`src/rtl/pc_ctrl_pkg.sv`:
```
// Shared PC-control types: sequencer FSM states, interrupt source encoding,
// nesting default and the PC redirect control codes.
package pc_ctrl_pkg;

  typedef enum logic [1:0] {
    ST_IDLE,
    ST_FIRE,
    ST_HOLD
  } seq_state_t;

  typedef enum logic [1:0] {
    SRC_NONE,
    SRC_NMI,
    SRC_IRQ,
    SRC_TMR
  } irq_src_t;

  localparam int NEST_DEPTH_DEFAULT = 7;

  typedef enum logic [2:0] {
    PC_NOP,
    PC_JUMP,
    PC_BRANCH,
    PC_CALL,
    PC_RETURN,
    PC_FLUSH,
    PC_HALT
  } pc_ctrl_t;

endpackage

```
`src/rtl/irq_period_timer.sv`:
```
// Periodic tick generator: a write loads period and counter; tick is high in
// the cycle the counter reaches 1, giving exactly one tick every period cycles.
module irq_period_timer #(
  parameter int W = 16
) (
  input  logic         clk,
  input  logic         reset,
  input  logic         wr,
  input  logic [W-1:0] wdata,
  output logic         tick
);

  logic [W-1:0] period;
  logic [W-1:0] count;

  assign tick = (period != '0) && (count == W'(1));

  always_ff @(posedge clk or posedge reset) begin
    if (reset) begin
      period <= '0;
      count  <= '0;
    end else if (wr) begin
      period <= wdata;
      count  <= wdata;
    end else if (period != '0) begin
      if (count <= W'(1)) count <= period;
      else                count <= count - W'(1);
    end
  end

endmodule

```
`src/rtl/interrupt_sequencer.sv`:
```
// Interrupt sequencer feeding the PC's I0/I1/Timer_Interrupt inputs with one
// pulse at a time. Timer path enabled by defining INTERRUPT_SEQUENCER_TIMER_EN.
module interrupt_sequencer
  import pc_ctrl_pkg::*;
#(
  parameter int TIMER_W    = 16,
  parameter int NEST_DEPTH = NEST_DEPTH_DEFAULT
) (
  input  logic               clk,
  input  logic               reset,
  input  logic               nmi_in,
  input  logic               irq_in,
  input  logic               int_enable,
  input  logic               pc_ready,
  input  logic               isr_return,
  input  logic               timer_wr,
  input  logic [TIMER_W-1:0] timer_wdata,
  output logic               irq_nmi,
  output logic               irq_mask,
  output logic               irq_timer,
  output logic [2:0]         isr_depth,
  output logic               missed_tick,
  output logic               ret_err
);

  seq_state_t state, state_next;
  irq_src_t   sel;
  logic nmi_prev, irq_prev;
  logic p_nmi, p_irq, p_tmr;
  logic rise_nmi, rise_irq;
  logic el_nmi, el_irq, el_tmr;
  logic depth_zero, depth_room, depth_inc;

  assign rise_nmi   = nmi_in & ~nmi_prev;
  assign rise_irq   = irq_in & ~irq_prev;
  assign depth_zero = (isr_depth == 3'd0);
  assign depth_room = (isr_depth < 3'(NEST_DEPTH));
  assign depth_inc  = (state == ST_FIRE);

  // Maskable sources never nest: they need an empty ISR stack.
  assign el_nmi = p_nmi & depth_room;
  assign el_irq = p_irq & int_enable & depth_zero;
  assign el_tmr = p_tmr & int_enable & depth_zero;

  always_comb begin
    state_next = state;
    sel        = SRC_NONE;
    case (state)
      ST_IDLE: begin
        if (pc_ready && (el_nmi || el_irq || el_tmr)) begin
          state_next = ST_FIRE;
          if (el_nmi)      sel = SRC_NMI;
          else if (el_irq) sel = SRC_IRQ;
          else             sel = SRC_TMR;
        end
      end
      ST_FIRE: state_next = ST_HOLD;
      default: state_next = ST_IDLE;
    endcase
  end

  // A fresh edge coinciding with the clear keeps the pending bit set.
  always_ff @(posedge clk or posedge reset) begin
    if (reset) begin
      state    <= ST_IDLE;
      nmi_prev <= 1'b0;
      irq_prev <= 1'b0;
      p_nmi    <= 1'b0;
      p_irq    <= 1'b0;
      irq_nmi  <= 1'b0;
      irq_mask <= 1'b0;
    end else begin
      state    <= state_next;
      nmi_prev <= nmi_in;
      irq_prev <= irq_in;
      p_nmi    <= (p_nmi && (sel != SRC_NMI)) || rise_nmi;
      p_irq    <= (p_irq && (sel != SRC_IRQ)) || rise_irq;
      irq_nmi  <= (sel == SRC_NMI);
      irq_mask <= (sel == SRC_IRQ);
    end
  end

  // A dispatch and a return in the same cycle cancel out.
  always_ff @(posedge clk or posedge reset) begin
    if (reset) begin
      isr_depth <= 3'd0;
      ret_err   <= 1'b0;
    end else if (depth_inc && !isr_return) begin
      isr_depth <= isr_depth + 3'd1;
    end else if (!depth_inc && isr_return) begin
      if (depth_zero) ret_err   <= 1'b1;
      else            isr_depth <= isr_depth - 3'd1;
    end
  end

`ifdef INTERRUPT_SEQUENCER_TIMER_EN
  logic tick;

  irq_period_timer #(.W(TIMER_W)) u_timer (
    .clk   (clk),
    .reset (reset),
    .wr    (timer_wr),
    .wdata (timer_wdata),
    .tick  (tick)
  );

  always_ff @(posedge clk or posedge reset) begin
    if (reset) begin
      p_tmr       <= 1'b0;
      missed_tick <= 1'b0;
      irq_timer   <= 1'b0;
    end else begin
      p_tmr     <= (p_tmr && (sel != SRC_TMR)) || tick;
      irq_timer <= (sel == SRC_TMR);
      if (tick && p_tmr && (sel != SRC_TMR)) missed_tick <= 1'b1;
    end
  end
`else
  logic unused_timer;
  assign unused_timer = ^{timer_wr, timer_wdata};
  assign p_tmr        = 1'b0;
  assign irq_timer    = 1'b0;
  assign missed_tick  = 1'b0;
`endif

endmodule

```
`config.mk`:
```
export PLATFORM = sky130hd
export DESIGN_NAME = interrupt_sequencer
export DESIGN_NICKNAME = d
export VERILOG_FILES = /design/src/rtl/pc_ctrl_pkg.sv /design/src/rtl/irq_period_timer.sv /design/src/rtl/interrupt_sequencer.sv
export SDC_FILE = /design/constraint.sdc
export NUM_CORES = 1
export LEC_CHECK = 0
export BUFFER_PORTS_ARGS = -buffer_cell sky130_fd_sc_hd__buf_2
export CAP_MARGIN = 30
export CELL_PAD_IN_SITES_DETAIL_PLACEMENT = 0
export CELL_PAD_IN_SITES_GLOBAL_PLACEMENT = 1
export CORE_ASPECT_RATIO = 0.9
export CORE_MARGIN = 4
export CORE_UTILIZATION = 30
export CTS_CLUSTER_DIAMETER = 80
export DETAILED_ROUTE_END_ITERATION = 16
export GPL_ROUTABILITY_DRIVEN = 1
export PLACE_DENSITY = 0.78
export SLEW_MARGIN = 20
export SYNTH_ARGS = -nofsm -noshare
export SYNTH_HDL_FRONTEND = slang
export SYNTH_SLANG_ARGS = --single-unit
export TNS_END_PERCENT = 1
```
`constraint.sdc`:
```
create_clock -name clk -period 1.9 [get_ports clk]
set_clock_uncertainty 0.1 [all_clocks]
set_input_delay 0.38 -clock clk [delete_from_list [all_inputs] [get_ports clk]]
set_output_delay 0.38 -clock clk [all_outputs]
set_load 0.01 [all_outputs]
```
# Yosys cells after proc, flatten, opt, wreduce, memory -nomap -nowiden

Cells that the tools add are included.

Add/sub/neg operators: 2
$lt $le $gt $ge: 1
Eq/ne operators: 7
Multiplexer cells: 9
Bitwise logic cells: 8
Reduce and logical (&&, ||, !) cells: 15

Operator list:

| kind                                                   | number |
|---|---|
| two-way mux 3 bit                                      | 3 |
| two-way mux 2 bit                                      | 4 |
| bitwise AND 1 bit                                      | 5 |
| logical AND 1 bit                                      | 5 |
| == test 2 x 1 -> 1 bit (second input constant)         | 2 |
| inequality test 2 x 1 -> 1 bit (second input constant) | 2 |
| inequality test 2 bit (second input constant)          | 2 |
| case mux 2 bit (2 select lines)                        | 1 |
| adder 3 x 1 -> 3 bit (second input constant)           | 1 |
| zero test 3 bit                                        | 1 |
| logical OR 1 bit                                       | 3 |
| less-than comparator 3 bit (second input constant)     | 1 |
| inverter 1 bit                                         | 3 |
| AND reduction 3 bit                                    | 1 |
| subtractor 3 x 1 -> 3 bit (second input constant)      | 1 |
| == test 2 bit (second input constant)                  | 1 |
| zero test 1 bit                                        | 2 |
| zero test 2 bit                                        | 1 |
| AND reduction 2 bit                                    | 1 |
| nonzero test 2 bit                                     | 1 |
| two-way mux 1 bit                                      | 1 |

Register bits: 12
Input port bits: 24

# Longest topological paths before layout

Gate-level depths: netlist of run 1.

Depth after elaboration: 9
Gate-level depth with buffers: 6

# Worst setup path after synthesis of run 1

OpenSTA, ideal clock, no wires.

Kind: register to register
From: reg state[1]
To: reg isr_depth[1]
Arrival: 1.479 ns
Data required time: 1.679 ns
Path slack: 0.200 ns
Cell stages (with the launch flop): 6
Buffers on the path: 0
Clock period less this slack: 1.700 ns
Cell sequence: dfrtp_1 nor2b_1 ha_1 inv_1 fa_1 o22a_1

Longest elaborated chain between the ends: 5

Ends and longest elaborated chain:

| item                          | line                      | source |
|---|---|---|
| start, declared               | interrupt_sequencer.sv:26 | `seq_state_t state, state_next;` |
| start signal, assigned        | interrupt_sequencer.sv:73 | `state <= state_next;` |
| == test 2 x 1 -> 1 bit *      | interrupt_sequencer.sv:38 | `assign depth_inc = (state == ST_FIRE);` |
| zero test 1 bit               | interrupt_sequencer.sv:90 | `end else if (!depth_inc && isr_return) begin` |
| logical AND 1 bit             | interrupt_sequencer.sv:90 |  |
| nonzero test 2 bit (no line)  | --                        |  |
| AND reduction 2 bit (no line) | --                        |  |
| end signal, assigned          | interrupt_sequencer.sv:89 | `isr_depth <= isr_depth + 3'd1;` |
| end signal, assigned          | interrupt_sequencer.sv:92 | `else isr_depth <= isr_depth - 3'd1;` |
| end, declared                 | interrupt_sequencer.sv:21 | `output logic [2:0] isr_depth,` |

Mark *: on every way between the ends. The rest lies on a longest branch, timed or not.
A chain may end at the register's enable or synchronous reset.

# Worst setup path in the final report of run 1

From: reg state[0]
To: reg isr_depth[2]

Same word-level chain as after synthesis.

==> results of run 1 <==
cell usage after synthesis:
| cell type | number |
|---|---|
| and3_1 | 1 |
| dfrtp_1 | 12 |
| a21oi_1 | 1 |
| a22o_1 | 1 |
| a31o_1 | 1 |
| ha_1 | 2 |
| clkbuf_1 | 1 |
| nand3_1 | 1 |
| or3_1 | 2 |
| a21o_1 | 1 |
| nor3_1 | 4 |
| o21ai_1 | 1 |
| nand2_1 | 3 |
| a2bb2oi_1 | 1 |
| or3b_4 | 1 |
| nand4b_1 | 1 |
| buf_4 | 2 |
| nor3b_1 | 2 |
| conb_1 | 1 |
| o22a_1 | 2 |
| o211ai_1 | 1 |
| nor2b_1 | 4 |
| nor2_1 | 3 |
| inv_1 | 5 |
| fa_1 | 1 |
how the worst max path moves through the flow:
stage,start,endpoint,slack (ns),depth (start not counted)
2_1_floorplan,state[1]$_DFFE_PP0P_,isr_depth[1]$_DFFE_PP0P_,0.20,5
3_3_place_gp,state[0]$_DFFE_PP0P_,isr_depth[2]$_DFFE_PP0P_,0.20,6
6_report,state[0]$_DFFE_PP0P_,isr_depth[2]$_DFFE_PP0P_,0.18,6
3_5_place_dp,state[0]$_DFFE_PP0P_,isr_depth[2]$_DFFE_PP0P_,0.18,6
4_1_cts,state[0]$_DFFE_PP0P_,isr_depth[2]$_DFFE_PP0P_,0.17,6
5_1_grt,state[0]$_DFFE_PP0P_,isr_depth[2]$_DFFE_PP0P_,0.1,6
per-stage QoR:
stage	cells	setup WS, ns	area, um2
2_1_floorplan	56	0.200	586
3_3_place_gp	91	0.202	672
3_5_place_dp	91	0.182	672
4_1_cts	95	0.165	708
5_1_grt	95	0.0953	708
6_report	95	0.181	708
flip-flops by register name, indices dropped and copies added, names as in the netlist:
signal / count
irq_mask: 1
nmi_prev: 1
isr_depth: 3
ret_err: 1
state: 2
p_nmi: 1
irq_prev: 1
p_irq: 1
irq_nmi: 1
final cells by class:
| class | count | share of cell area (%) |
|---|---|---|
| multi-input combinational | 36 | 35.0 |
| clock buffer | 4 | 5.12 |
| timing repair buffer | 14 | 10.6 |
| sequential | 12 | 42.4 |
| inverter | 5 | 2.65 |
| tap | 24 | 4.24 |
cells by family (layout without fill, tap and decap cells):
logic type | Yosys count | after routing | share of synthesized area [%]
compound gates | 9 | 9 | 11.8
fa+ha+maj | 3 | 3 | 7.74
buf+inv | 8 | 23 | 6.45
flops | 12 | 12 | 51.6
other cells | 1 | 2 | 0.645
simple gates | 22 | 22 | 21.7
layout by cell type, fill, tap and decap left out, types with 2 or more instances in the layout:
cell type  count
clkbuf_4       3
buf_4          2
nand2_1        3
nor2_1         3
nor3_1         4
nor2b_1        4
ha_1           2
inv_1          5
nor3b_1        2
conb_1         2
dfrtp_1       12
o22a_1         2
or3_1          2
buf_2         12
per-layer routing:
layer | track usage [%] | part of all wire [%]
met1 | 8.99 | 46
met2 | 10.4 | 45
met3 | 5.42 | 7.3
met4 | 7.47 | 1.4
met5 | 0 | 0
worst register-to-register path, delay by kind of cell, from the launching register on:
family          cells  cell delay, ns
simple gates        2            0.49
compound gates      2            0.29
fa+ha+maj           1            0.20
flops               1            0.40
buf+inv             1            0.16
where the power goes:
group	switching (mW)	total (mW)	internal, mW	leakage (nW)
Sequential	0.101	0.440	0.339	0.142
Clock	0.0858	0.202	0.117	0.0210
Combinational	0.197	0.417	0.220	0.182
Total	0.384	1.06	0.676	0.345
==> results.txt, run 1 <==
* Clock period minus final worst setup slack: 1.72 ns
- Entering global routing, the biggest net connects 13 pins.
- Outcome: finished, violations left
- The filler cells instantiated in the layout total 191.
- The worst register-to-register path has a setup slack of 0.18 ns.
* Tightest hold margin: -0.00874 ns
- Inserted Clock Buffers: 3
- The region available for standard cell placement spans 1750 um2.
* Estimated wirelength of the detail-placed design: 771 um
- At the end of the flow, the number of nets in the layout was 99.
- Synth Instances: 55
- Setup repair after global routing left no endpoint under its margin.
- Number of global-route vias before repair: 329
- The final reports fail on negative hold slack.
* # H-tree levels: 1
- Total I/O pin count: 32
* DIE HEIGHT: 49.8 um
- Largest fanout of any net on the critical path: 7
- Data required, critical path: 2.00 ns
* Pwr Total: 1.06 mW
- For the worst flop-to-flop path, the logic depth is 6.
* Combined flip-flop and latch cell area: 300 um2
- Global route total overflow: 0
- Synth Area per Inst: 10.6 um2
* Count of final setup violators: 0
* Total wirelength of the detailed-routed design: 1000 um
- The die is 54.4 um wide.
* Proportion of layout cells with a drive suffix above 1: 26.8%
- The final number of hold-violating endpoints was 12.
* Buffers added on ports: 12
- After detailed routing, the number of vias per cell comes to 4.54.
* Synthesis-to-layout area growth: 21.7%
* Total number of yosys warnings: 0
* Part of the Yosys area used for sequential elements: 51.6%
- The worst path uses 90.5% of the clock period.
* Final Core Density: 40.4%
- Max Transition Viols Final: 0
- Critical-path cell with the highest stage delay: dfrtp_1
* Count of hold-fix buffers inserted at cts: 0
- Count of state elements after synthesis: 12
* Clock-pin slew of the registers on the worst-case setup and hold paths: 0.07 ns
- Worst R2R End: isr_depth[2]$_DFFE_PP0P_
- Effective utilization at floorplan: 33.2%
* Post-synth cell types: 25
- After synthesis, the largest area contributor takes up 51.6% of total cell area.
- For this block, the via count after detailed routing is 431.
- Wire length of the first global-routing pass: 1440 um
* Total DRC errors in the routed layout: 0
- At the end of routability-driven placement, the weighted congestion stood at 0.667.
- The cell sitting at the root of the clock tree is a clkbuf_4.
* Pwr dens: 1500 nW/um2
* CP top delay family: simple AND/OR/NAND/NOR gates
- The number of antenna violations at the first check in global routing is 0.
- Summed over all cells, the static leakage comes to 0.345 nW.
* Reg-to-reg critical path startpoint: state[0]$_DFFE_PP0P_
- CTS saw 12 sinks.
* TritonCTS clock tree: done
* DRC violation total after the first TritonRoute iteration: 5
* Buffer depth of the longest clock path: 2
* Rows: 14
- Die outline area: 2710 um2
- Summed over all failing endpoints, the final setup total negative slack is 0 ns.
- Summing every instance area after synthesis gives 582 um2.
- PostCTS Resize Cnt: 0
* Critical path capture point type: register
* Post-CTS Setup Bufs: 0
- Delay of the slowest cell on the worst path: 0.40 ns
- Remaining number of nets flagged by the antenna check after routing: 0
- Walking the worst path, the cells encountered are nor2b_1, ha_1, buf_4, or3_1, a2bb2oi_1, o211ai_1.
- Max-cap violations in this run came to 0.
- In the global route stage, overall resource usage came out at 8.24%.
- Crit path kind: register to register
- The multi-input combinational cells in the finished layout cover a total of 248 um2.
- The min-delay analysis places its worst path in the category input port to asynchronous set/reset pin.
* Startpoint class of the critical path: register
- Before antenna repair, the detailed router went through 4 iterations.
- Highest attainable clock frequency: 582 MHz
- Data arrival time of the critical path: 1.82 ns
* Most area-hungry cell type in the Yosys netlist: dfrtp_1
- Counting both buffers and inverters, the worst setup path holds a total of 1.
- Synth top area cells: dfrtp_1 52%, ha_1 4.3%, nor2b_1 4.3%
- VDD sags by at most 647 uV.
* Final routed wire length divided by cell count: 10.5 um
* Later-pin clock latency in the skew report: 0.27 ns
- Antenna cell count: 0
Note: power is estimated with default switching activity, not from simulation.
==> inputs of run 2 (changes only) <==
--- a/config.mk
+++ b/config.mk
@@ -5,18 +5,19 @@
 export SDC_FILE = /design/constraint.sdc
 export NUM_CORES = 1
 export LEC_CHECK = 0
+export ABC_AREA = 1
 export BUFFER_PORTS_ARGS = -buffer_cell sky130_fd_sc_hd__buf_2
 export CAP_MARGIN = 30
 export CELL_PAD_IN_SITES_DETAIL_PLACEMENT = 0
 export CELL_PAD_IN_SITES_GLOBAL_PLACEMENT = 1
 export CORE_ASPECT_RATIO = 0.9
-export CORE_MARGIN = 4
+export CORE_MARGIN = 2
 export CORE_UTILIZATION = 30
 export CTS_CLUSTER_DIAMETER = 80
 export DETAILED_ROUTE_END_ITERATION = 16
 export GPL_ROUTABILITY_DRIVEN = 1
-export PLACE_DENSITY = 0.78
-export SLEW_MARGIN = 20
+export PLACE_DENSITY = 0.79
+export SLEW_MARGIN = 10
 export SYNTH_ARGS = -nofsm -noshare
 export SYNTH_HDL_FRONTEND = slang
 export SYNTH_SLANG_ARGS = --single-unit
==> results.txt, run 2 <==
- Post-synth top area share: 51.2%
- Synth top area cells: dfrtp_1 51%, inv_1 9.0%, nand2_1 5.8%
* DIE HEIGHT: 46.0 um
- In this run, post-CTS hold repair placed 0 buffers.
- Buffers added on ports: 12
* Post-synth EDFFs: 0
- Counting flops with an async set or reset pin after synthesis yields a share of 100%.
- The tool flagged a number of max-cap violations equal to 0.
- The cell count after synthesis came out at 62.
- Fillcell total: 207
* Number of global-route vias before repair: 372
- The number of pins with negative max-slew slack in the final report came to 0.
* Most used standard cell by instance count after synthesis: inv_1
- TritonCTS clock tree: done
* Number of cell instances on the worst register-to-register path: 9
* Most common library cell in the layout ignoring fill and taps: inv_1
- Post-route setup TNS: 0 ns
* Global route total overflow: 0
- Traced cell by cell, the critical path runs through inv_1, nor2_2, ha_2, inv_1, fa_2, xnor2_2, nand3_1, nand2_1, nand2_1.
- For this run, global-route usage on met1 was measured as 10.2%.
- Startpoint class of the critical path: register
- The area growth from synthesis to layout is 21.3%.
- The later pin in the worst-skew pair is clocked with a latency of 0.26 ns.
- Pwr dens: 1470 nW/um2
- The die covers 2330 um2.
- Remaining number of nets flagged by the antenna check after routing: 0
* Horiz. Die Dim: 50.6 um
- Of the cells placed in the final design, the portion with a size suffix greater than 1 is 36.4%.
- Most area-hungry cell type in the Yosys netlist: dfrtp_1
- Critical path capture point type: register
- Root cell of the clock tree: clkbuf_4
- Busiest metal layer after global routing: met2
- Inserted Clock Buffers: 3
- For this run, design rule violations remaining after detail routing come to 0.
- Failing checks: negative hold slack
- The final number of hold-violating endpoints came to 6.
- Summed over all cells, the static leakage comes to 0.376 nW.
* Antenna cell count: 0
- Clock-pin slew of the registers on the worst-case setup and hold paths: 0.07 ns
* Placed standard-cell area: 667 um2
* Initial antenna violation count: 0
- Finished layout cell area: 712 um2
- Delay of the slowest cell on the worst path: 0.35 ns
- Most instantiated cells after synthesis: 14 x inv_1, 12 x dfrtp_1, 9 x nand2_1, 4 x nor2_1
- The initial utilization of the core area, before any placement, comes to 31.3%.
* Via count: 418
- Highest ir drop seen on vdd: 480 uV
- A synthesized cell averages 9.46 um2.
- Dividing the detail-routed wire length by the instance count gives 8.85 um.
- Netlist area before placement: 587 um2
- For this run, the number of Yosys warnings is 0.
- Final hold analysis gives a worst-case slack of -0.00746 ns.
- Total wirelength of the detailed-routed design: 903 um
* Worst hold path class: input port to asynchronous set/reset pin
- DRC violation total after the first TritonRoute iteration: 4
- The netlist uses 19 different library cells.
- Global placer's final weighted congestion: 0.754
* Overall routing resource usage: 8.78%
- Data required, critical path: 1.95 ns
* Highest attainable clock frequency: 578 MHz
- Setup repair after global routing left no endpoint under its margin.
- Max reg flops: 3
- The worst path uses 91.1% of the clock period.
- Most frequent cells in the layout: 14 x inv_1, 12 x buf_2, 12 x dfrtp_1
- Count of final setup violators: 0
* First-pass iteration count of the detailed router: 2
* Area of the core: 1880 um2
- For this design, the sink count on the clock tree is 12.
- Entering global routing, the biggest net connects 13 pins.
- Number of nets at the end of the flow: 106
- Count of state elements after synthesis: 12
* Ys flop type: dfrtp_1
- Largest registers: isr_depth: 3 flops, state: 2 flops
* Estimated wirelength of the detail-placed design: 681 um
- # H-tree levels: 1
- Largest fanout of any net on the critical path: 2
- Crit path kind: register to register
- The first global-routing pass estimated 1460 um of wire.
* Rows: 15
- Clock period minus final worst setup slack: 1.73 ns
- Data on the critical path arrives at its endpoint at 1.78 ns.
- The flow ran to the end, but the final reports show violations.
- Part of the Yosys area used for sequential elements: 51.2%
- Counting flops per register, the top entry is isr_depth.
- For met3 alone, demand over resource in global routing was 4.93%.
- For met2 alone, demand over resource in global routing was 14.5%.
* Via-to-Cell Ratio: 4.10
- In this run the deepest clock path goes through 2 buffers.
* Total I/O pin count: 32
- On the critical path, the stage with the largest delay is an instance of fa_2.
-- run 2: cell types whose count changed in the layout (fill, tap and decap cells not counted), moves of 3 or more --
cell	previous run	this run
nor2b_1	4	0
inv_1	5	14
nand2_1	3	9
nor3_1	4	0
nand2_2	0	3
-- run 2: worst max-delay path, delay by kind of cell, from the launching register on --
kind	cells	cell delay, ns
fa+ha+maj	2	0.55
flops	1	0.34
simple gates	4	0.32
xor+xnor	1	0.17
buf+inv	2	0.13
-- run 2: power breakdown --
| part | switching, mW | internal, mW |
|---|---|---|
| Combinational | 0.271 | 0.207 |
| Sequential | 0.0821 | 0.341 |
| Clock | 0.0718 | 0.0731 |
-- run 2: metal layers --
layer / wire length [um] / part of all wire [%] / vias to the layer above
li1: - / - / 209
met1: 386 / 43 / 197
met2: 462 / 51 / 12
met3: 54 / 6.0 / 0
met4: 0 / 0 / 0
met5: 0 / 0 / -
-- run 2: area by class of cell --
type | instances | area, um2 | area share (%)
Timing Repair Buffer | 13 | 67.6 | 9.49
Clock buffer | 3 | 22.5 | 3.16
Tap cell | 25 | 31.3 | 4.39
Multi-Input combinational cell | 35 | 238 | 33.4
Inverter | 14 | 52.6 | 7.38
Sequential cell | 12 | 300 | 42.2
-- run 2: path summary, 6_finish.rpt --
kind / slack, ns / start / endpoint
max in group asynchronous: 1.41 / reset / irq_prev$_DFF_PP0_
max reg2reg: 0.17 / state[0]$_DFFE_PP0P_ / isr_depth[2]$_DFFE_PP0P_
min: -0.007 / reset / irq_nmi$_DFF_PP0_
min in group clk: 0.14 / irq_in / irq_prev$_DFF_PP0_
min reg2reg: 0.33 / nmi_prev$_DFF_PP0_ / p_nmi$_DFF_PP0_
max: 0.17 / state[0]$_DFFE_PP0P_ / isr_depth[2]$_DFFE_PP0P_
-- run 2: per-stage QoR --
step	total power, mW	setup slack (ns)	util, %	cells	hold slack, ns
detailed placement	0.870	0.0707	35.5	98	0.295
finish	1.05	0.170	37.9	102	-0.00746
global placement	0.849	0.0960	35.5	98	0.295
floorplan	0.753	0.214	-	63	0.145
CTS	1.02	0.0492	36.7	101	0.00832
global route	1.15	0.00957	37.9	102	0.0384
-- run 2: kinds of logic (layout without fill, tap and decap cells) --
logic type      Yosys count  after routing  synth area share (%)
compound gates            4              4                  4.48
fa+ha+maj                 3              3                  7.68
buf+inv                  16             30                  11.5
simple gates             24             24                  21.5
other cells               1              2                 0.639
flops                    12             12                  51.2
xor+xnor                  2              2                  2.99
-- run 2: what timing repair did --
item	in CTS	in global routing
buffers inserted	0	1
setup endpoints to repair	0	1
gates resized for setup	0	4
endpoints found under the hold margin	0	0
==> inputs of run 3 (changes only) <==
--- a/config.mk
+++ b/config.mk
@@ -16,6 +16,7 @@
 export CTS_CLUSTER_DIAMETER = 80
 export DETAILED_ROUTE_END_ITERATION = 16
 export GPL_ROUTABILITY_DRIVEN = 1
+export HOLD_SLACK_MARGIN = 0.03
 export PLACE_DENSITY = 0.79
 export SLEW_MARGIN = 10
 export SYNTH_ARGS = -nofsm -noshare
==> results.txt, run 3 (same netlist as run 2, synthesis figures left out) <==
- Outcome: finished, final reports clean
- Overall routing resource usage: 8.92%
- Wire length of the first global-routing pass: 1490 um
* Antenna cell count: 0
* Startpoint class of the critical path: register
- In this run the static leakage power is 0.380 nW.
- Inserted Clock Buffers: 3
- Highest ir drop seen on vdd: 480 uV
* Setup slack, reg-to-reg: 0.17 ns
- The largest registers in the layout are isr_depth: 3 flops, state: 2 flops.
* Worst R2R End: isr_depth[2]$_DFFE_PP0P_
- Ranked by flip-flop count, first place goes to isr_depth.
- The number of antenna violations at the first check in global routing came to 0.
- In the layout the commonest cells are 14 x inv_1, 12 x buf_2, 12 x dfrtp_1.
* Clock-pin slew of the registers on the worst-case setup and hold paths: 0.07 ns
- Clock latency on the worst-skew pair, taken at its later pin, is 0.26 ns.
- In this run, the number of DRC markers left after iteration 0 of detailed routing was 4.
- Measured in cells, the most critical reg-to-reg path has a length of 9.
* Via-to-Cell Ratio: 4.08
- Number of sinks driven by the clock tree: 12
* Count of cells along the worst hold path: 1
- Rows: 15
- The number of global-route vias before repair was 379.
- Post-route setup TNS: 0 ns
* Final cell count without fillers: 103
- In this run, placement finished with an instance count of 98.
- Dividing the detail-routed wire length by the instance count gives 8.90 um.
- The net count of the finished layout is 107.
- The final number of hold-violating endpoints is 0.
- The register with the most flip-flops in the layout has 3 of them.
* DIE HEIGHT: 46.0 um
- Worst hold path class: input port to register
- Setup repair after global routing missed its margin: false
- Period utilisation layout: 91.1%
* Tightest hold margin: 0.138 ns
- The floorplan step defined a die boundary enclosing 2330 um2.
- The core region is 1880 um2.
* Pwr dens: 1450 nW/um2
* Proportion of layout cells with a drive suffix above 1: 35.9%
* Pwr Total: 1.05 mW
* Largest fanout of any net on the critical path: 2
- Total DRC errors in the routed layout: 0
- With fillers left out, the area of the finished cells amounts to 722 um2.
* Maximum number of pins on one net before global-route repair: 13
- Derived from the worst setup path, the maximum achievable clock frequency is 578 MHz.
- # H-tree levels: 1
- Once detail routing completed, the nets flagged for antenna violations numbered 0.
* Synthesis-to-layout area growth: 23.0%
- The library cell used most frequently in the layout, excluding fill and tap cells, is inv_1.
* Total I/O pin count: 32
- Max-capacitance violation count: 0
* Hold path startpoint: irq_in
- Clock period minus final worst setup slack: 1.73 ns
- Setup violations remaining at the end of the flow were counted as 0.
- Data arrival time of the critical path: 1.78 ns
- First-pass iteration count of the detailed router: 2
- Estimated wirelength of the detail-placed design: 681 um
- Total wirelength of the detailed-routed design: 917 um
- Horiz. Die Dim: 50.6 um
* Global placer's final weighted congestion: 0.754
- Effective utilization at floorplan: 31.3%
* Buffers added on ports: 12
- Max Transition Viols Final: 0
- TritonCTS built the clock tree.
- Fillcell total: 206
- Reg-to-reg critical path startpoint: state[0]$_DFFE_PP0P_
- Worst Hold End: irq_prev$_DFF_PP0_
* Via count: 420
- Global route total overflow: 0
- The longest clock path from root to sink contains 2 buffers.
* Root cell of the clock tree: clkbuf_4
- The worst setup path is of the register to register kind.
- STA classifies the critical path endpoint as a register.
* Data required, critical path: 1.95 ns
- Placed standard-cell area: 667 um2
run 3: power by group:
group	internal (mW)	switching, mW
clock network	0.0731	0.0718
registers	0.341	0.0821
logic	0.208	0.272
run 3: area by class of cell:
class                   count  area [um2]  area share, %
inverters                  14        52.6           7.28
clock buffers               3        22.5           3.12
flip-flops and latches     12         300           41.6
multi-input cells          35         238           32.9
well taps                  25        31.3           4.33
repair buffers             14        77.6           10.7
run 3: worst max-delay path by stage:
stage                                     from                        to  slack, ns  depth (start not counted)
after floorplan           state[1]$_DFFE_PP0P_  isr_depth[2]$_DFFE_PP0P_       0.21                          8
after global placement    state[1]$_DFFE_PP0P_  isr_depth[2]$_DFFE_PP0P_        0.1                          8
after detailed placement  state[1]$_DFFE_PP0P_  isr_depth[2]$_DFFE_PP0P_       0.07                          8
after CTS                 state[1]$_DFFE_PP0P_  isr_depth[2]$_DFFE_PP0P_       0.05                          8
after global routing      state[0]$_DFFE_PP0P_  isr_depth[2]$_DFFE_PP0P_       0.01                          9
final                     state[0]$_DFFE_PP0P_  isr_depth[2]$_DFFE_PP0P_       0.17                          9
run 3: repair_timing:
action                                  CTS  global route
resized for setup                         0             4
hold buffers                              1             0
endpoints found under the setup margin    0             1
hold endpoints to repair                 12             0
buffers inserted                          0             1
run 3: critical path: stages, from the launching register on:
cell	delay (ns)
dfrtp_1	0.34
inv_1	0.06
nor2_2	0.13
ha_2	0.20
inv_1	0.07
fa_2	0.35
xnor2_2	0.17
nand3_1	0.08
nand2_1	0.06
nand2_1	0.05
run 3: per-layer routing:
metal  share of wire [%]  GRT usage [%]  up-vias
li1                    -              -      211
met1                  44           10.6      197
met2                  50           14.5       12
met3                 5.9           4.93        0
met4                   0           1.62        0
met5                   0              0        -
run 3: per-stage QoR:
step,worst slack (ns),utilization [%]
3_5_place_dp,0.0707,35.5
4_1_cts,0.0492,37.3
6_report,0.170,38.5
2_1_floorplan,0.214,-
5_1_grt,0.00957,38.5
3_3_place_gp,0.0960,35.5
